<file path="config.mk">
export PLATFORM = sky130hd
export DESIGN_NAME = serial_add_ctrl
export DESIGN_NICKNAME = d
export VERILOG_FILES = /design/src/rtl/serial_add_ctrl.sv
export SDC_FILE = /design/constraint.sdc
export NUM_CORES = 1
export LEC_CHECK = 0
export ABC_CLOCK_PERIOD_IN_PS = 1800
export BUFFER_PORTS_ARGS = -buffer_cell sky130_fd_sc_hd__buf_4
export CORE_MARGIN = 4
export CORE_UTILIZATION = 56
export DETAILED_ROUTE_END_ITERATION = 16
export HOLD_SLACK_MARGIN = 0.1
export PLACE_DENSITY = 0.75
export SLEW_MARGIN = 25
export SYNTH_ARGS = -nofsm -noshare
export SYNTH_HDL_FRONTEND = slang
export SYNTH_SLANG_ARGS = --single-unit
</file>
<file path="constraint.sdc">
create_clock -name clk -period 1.8 [get_ports clk]
set_clock_uncertainty 0.15 [all_clocks]
set_input_delay 0.27 -clock clk [delete_from_list [all_inputs] [get_ports clk]]
set_output_delay 0.27 -clock clk [all_outputs]
set_load 0.01 [all_outputs]
</file>
<file path="src/rtl/serial_add_ctrl.sv">
// serial_add_ctrl: bit-serial WIDTH-bit adder built around a single shared
// full-adder cell, one bit per clock, with a start/busy/done handshake.
// Optional feature: define SERIAL_ADD_OVF_EN to add the signed 'overflow'
// output, registered alongside sum.
module serial_add_ctrl #(
    parameter int unsigned WIDTH = 8
) (
    input  logic             clk,
    input  logic             rst_n,
    input  logic             start,
    input  logic [WIDTH-1:0] a,
    input  logic [WIDTH-1:0] b,
    input  logic             carry_in,
    output logic             busy,
    output logic             done,
    output logic [WIDTH-1:0] sum,
    output logic             carry_out
`ifdef SERIAL_ADD_OVF_EN
    ,
    output logic             overflow
`endif
);

    localparam int unsigned CW = $clog2(WIDTH);

    typedef enum logic [1:0] {
        S_IDLE = 2'd0,
        S_RUN  = 2'd1,
        S_DONE = 2'd2
    } state_t;

    state_t           state;
    state_t           state_nxt;
    logic [WIDTH-1:0] sa;
    logic [WIDTH-1:0] sb;
    logic [WIDTH-1:0] rs;
    logic             cy;
    logic [CW-1:0]    cnt;
    logic             fa_sum;
    logic             fa_cout;
    logic             accept;
    logic             last;

    // Shared 1-bit full adder fed from the operand LSBs and the carry flop
    always_comb begin
        fa_sum  = sa[0] ^ sb[0] ^ cy;
        fa_cout = (sa[0] & sb[0]) | (cy & (sa[0] ^ sb[0]));
    end

    // Next-state decode; start only matters in IDLE and DONE
    always_comb begin
        state_nxt = state;
        accept    = 1'b0;
        last      = 1'b0;
        case (state)
            S_IDLE: begin
                if (start) begin
                    accept    = 1'b1;
                    state_nxt = S_RUN;
                end
            end
            S_RUN: begin
                if (cnt == CW'(WIDTH - 1)) begin
                    last      = 1'b1;
                    state_nxt = S_DONE;
                end
            end
            S_DONE: begin
                if (start) begin
                    accept    = 1'b1;
                    state_nxt = S_RUN;
                end else begin
                    state_nxt = S_IDLE;
                end
            end
            default: state_nxt = S_IDLE;
        endcase
    end

    // State register
    always_ff @(posedge clk or negedge rst_n) begin
        if (!rst_n) begin
            state <= S_IDLE;
        end else begin
            state <= state_nxt;
        end
    end

    // Operand/result shift registers, carry flop and bit counter
    always_ff @(posedge clk or negedge rst_n) begin
        if (!rst_n) begin
            sa  <= '0;
            sb  <= '0;
            rs  <= '0;
            cy  <= 1'b0;
            cnt <= '0;
        end else if (accept) begin
            sa  <= a;
            sb  <= b;
            rs  <= '0;
            cy  <= carry_in;
            cnt <= '0;
        end else if (state == S_RUN) begin
            sa <= sa >> 1;
            sb <= sb >> 1;
            rs <= {fa_sum, rs[WIDTH-1:1]};
            cy <= fa_cout;
            // Counter saturates at the last bit so it never wraps
            if (!last) begin
                cnt <= cnt + CW'(1);
            end
        end
    end

    // Handshake flags follow the next state so they are clean flop outputs
    always_ff @(posedge clk or negedge rst_n) begin
        if (!rst_n) begin
            busy <= 1'b0;
            done <= 1'b0;
        end else begin
            busy <= (state_nxt == S_RUN);
            done <= (state_nxt == S_DONE);
        end
    end

    // Result registers update only when the final bit is produced
    always_ff @(posedge clk or negedge rst_n) begin
        if (!rst_n) begin
            sum       <= '0;
            carry_out <= 1'b0;
        end else if (last) begin
            sum       <= {fa_sum, rs[WIDTH-1:1]};
            carry_out <= fa_cout;
        end
    end

`ifdef SERIAL_ADD_OVF_EN
    // Signed overflow: carry into the MSB (cy during the last bit) vs carry out
    always_ff @(posedge clk or negedge rst_n) begin
        if (!rst_n) begin
            overflow <= 1'b0;
        end else if (last) begin
            overflow <= cy ^ fa_cout;
        end
    end
`endif

endmodule

</file>
# Word level (Yosys, flattened, before mapping)
# Index checks and enable logic that the tools add are counted.
# classes
bitwise_logic,5
add_sub_neg,1
n_reduce_logical,4
muxes,19
eq_ne,6
# op_table
operator,n
8-bit 2-to-1 mux,6
3-bit 2-to-1 mux,3
1-bit 2-to-1 mux,7
2-bit one-hot mux with 3 select lines,1
2-bit by 1-bit == test with 1-bit output (second input constant),2
2-bit == test (second input constant),2
2-bit 2-to-1 mux,2
3-bit by 1-bit adder with 3-bit output (second input constant),1
3-bit == test (second input constant),1
1-bit bitwise AND,2
2-bit zero test,1
2-bit inequality test (second input constant),1
2-bit AND reduction,1
2-bit nonzero test,1
2-bit OR reduction,1
1-bit bitwise XOR,2
1-bit bitwise OR,1
# word_totals
input_bits,20
ff_bits,41

# Depth between registers and ports, before layout
# depth
word_depth,6
depth_mapped,6
depth_no_buf,5

# Least setup slack after synthesis
# Ideal clock, no wire load.
# synth_timing
kind,flip-flop to flip-flop
from,register cnt[0]
to,register sum[4]
t_arrival_ns,1.330
path_slack_ns,0.195
stages_incl_launch_ff,6
setup_time_ns,0.125
n_path_buf,1
path_cell_list,dfrtp_1 ha_1 ha_1 nand3b_4 buf_6 mux2_4
# synth_between
elab_chain_cells,3
# synth_lines
item,line,rtl
start: declaration,38,logic [CW-1:0] cnt;
start signal: assignment,110,cnt <= cnt + CW'(1);
3-bit == test,63,if (cnt == CW'(WIDTH - 1)) begin
1-bit 2-to-1 mux,63,
1-bit 2-to-1 mux,55,case (state)
end signal: assignment,132,"sum <= {fa_sum, rs[WIDTH-1:1]};"
end: declaration,16,"output logic [WIDTH-1:0] sum,"
# No other way between the ends.
# A chain may end at the register's enable or synchronous reset.

# Worst setup path in the final report
# layout_timing
from,register cnt[0]
to,register sum[2]
# The elaborated chain is that of the path after synthesis.

==> results.json <==
{
  "start_kind": "flip-flop",
  "dp_cells": 238,
  "maxSlewViolCount": 0,
  "crit_buf_inv": 0,
  "fp.coreArea_mm2": 0.003363,
  "leakage_nw": 1.110,
  "die_y_um": 67.42,
  "cts_made_buffers": 5,
  "finalHoldViolations": 0,
  "tns_ps": 0,
  "slew_headroom_pct": 66.28,
  "syn_area_mm2": 0.001977,
  "syn_nets": 194,
  "place_congestion": 0.7270,
  "path_class": "reg -> reg",
  "rows": 21,
  "layout_min_cycle_time_ps": 1677,
  "post-synth-top-count-cell": "dfrtp_1",
  "post_cts_buffers": 0,
  "netlist_top_cells_area": "dfrtp_1 51%, mux2i_1 8.6%, mux2_2 6.3%",
  "io_pins": 31,
  "crit_required_ps": 1890,
  "netlist.area_leader.share_pct": 50.63,
  "ys_types": 24,
  "die_w_um": 67.42,
  "vias_per_cell": 5.455,
  "fin_cells": 264,
  "clockBufferDepth": 2,
  "area_growth_pct": 23.48,
  "drtIter0Drc": 102,
  "finalCritPeriodShare_pct": 93.17,
  "ys_ff_latch": 40,
  "grt_pass1_wl_um": 6644,
  "yosys_warnings": 0,
  "ys_top_cells_by_count": "40 x dfrtp_1, 17 x mux2i_1, 16 x a21oi_1",
  "ys.flop_type": "dfrtp_1",
  "status": "complete, no violations",
  "synth_cells": 171,
  "synth_edf_count": 0,
  "ir_worst_vdd_uv": 604.5,
  "grt_antenna_before_repair": 0,
  "wl_um": 3849,
  "critPathArrivalTime_ps": 1770,
  "fin_util_pct": 72.58,
  "clk_latency_ps": 350,
  "finalSetupViolCount": 0,
  "wl_per_cell_um": 14.58,
  "max_clock_freq_ghz": 0.5963,
  "nNetsFinal": 240,
  "cts_tree": "done",
  "synth_seq_area_share_pct": 50.63,
  "worst_path_largest_cell_delay_ps": 430,
  "htreeDepth": 2,
  "rsz0062_at_grt": "no",
  "critPathCaptureType": "flip-flop",
  "cp_max_fo": 14,
  "numPortBuffers": 30,
  "crit_top_cell": "ha_1",
  "path_clk_slew_ps": 110,
  "clock-root-buffer": "clkbuf_4",
  "grt_max_degree": 41,
  "die_area_mm2": 0.004545,
  "num-fill-cells": 269,
  "grt_pass1_vias": 1446,
  "initial_utilization_pct": 58.78,
  "cts.sinks": 40,
  "cp_top_family": "adder cells",
  "powerDensity_mw_per_mm2": 1454,
  "dr.pass1.iters": 4,
  "multi_input_area_um2": 865.8,
  "grt_usage_pct": 19.91,
  "yosysTopAreaCell": "dfrtp_1",
  "seq_area_mm2": 0.001001,
  "path_cells": "ha_1, ha_1, nand3b_4, mux2_2",
  "hpwl_um": 2451,
  "grt_overflow_total": 0,
  "drive_above_1_share_pct": 25.69,
  "hold_slack_ps": 277.2,
  "worst_path_max_delay_cell": "dfrtp_1",
  "diodes": 0,
  "ant_nets": 0,
  "maxCapViolCount": 0,
  "min_path_type": "in -> async",
  "drc": 0,
  "avgSynthCellArea_um2": 11.56,
  "tightest_slew_ps": 505.8,
  "async_flop_share_pct": 100.0,
  "vias": 1440
}
-- what timing repair did --
| action | in CTS | in global routing |
|---|---|---|
| gates resized for setup | 0 | 0 |
| hold buffers | 18 | 0 |
| hold endpoints to repair | 57 | 0 |
-- worst paths after layout --
kind,from,end,slack [ps],cells after the start
min in group clk,start,sb[7],300,3
max in group asynchronous,rst_n,sa[4],870,2
worst min-delay path,rst_n,sum[2],280,2
worst max-delay path,cnt[0],sum[2],120,4
worst min register to register,carry_out,carry_out,340,2
worst max register to register,cnt[0],sum[2],120,4
-- layout by cell type, fill, tap and decap left out, types with 5 or more instances in the layout --
cell type	n
a211oi_1	15
clkbuf_4	5
nand2_1	8
nor2b_1	15
dlygate4sd3_1	18
dfrtp_1	40
a21oi_1	16
mux2_2	11
mux2i_1	17
o21ai_0	6
a22o_1	8
inv_1	6
buf_4	34
-- metrics by stage --
step                cell area [um^2]  setup slack [ps]  total power [W]
floorplan                       1977             194.5         0.002646
global placement                2202             186.3         0.002978
detailed placement              2202             143.6         0.003075
CTS                             2441             123.8         0.003588
global route                    2441             28.76         0.003853
finish                          2441             123.0         0.003549
-- layout make-up --
type	count	share of cell area [%]
inverters	6	0.9226
flip-flops and latches	40	41.00
repair buffers	52	17.84
multi-input cells	112	35.47
clock buffers	8	2.409
well taps	46	2.358
-- metal layers --
| layer | global-route usage, % | up-vias | routed length (um) |
|---|---|---|---|
| met1 | 24.62 | 696 | 1647 |
| met3 | 5.824 | 9 | 188 |
| li1 | - | 701 | - |
| met5 | 0 | - | 0 |
| met4 | 6.835 | 0 | 56 |
| met2 | 33.25 | 34 | 1956 |
-- sequential cells by signal, summed over array words and instances (netlist names) --
register and count:
sum 8, carry_out 1, rs 7, sb 8, state 2, sa 8, busy 1, cnt 3
cy 1, done 1
-- logic make-up (layout without fill, tap and decap cells) --
group,count (synthesis),count (layout),share of synthesized area [%]
DFF,40,40,50.63
AOI/OAI and AO/OA,47,47,15.57
muxes,30,30,16.39
and+or+nand+nor,31,31,9.114
adders and majority gates,3,3,2.278
buffers and inverters,19,66,5.569
xor gates and xnor gates,1,1,0.4431
-- where the power goes --
part / switching (W) / internal [W] / leakage, nW
clock network: 0.000278 / 0.000193 / 0.0326
registers: 0.000315 / 0.00130 / 0.496
logic: 0.000653 / 0.000813 / 0.582
(Power assumes the default switching activity.)
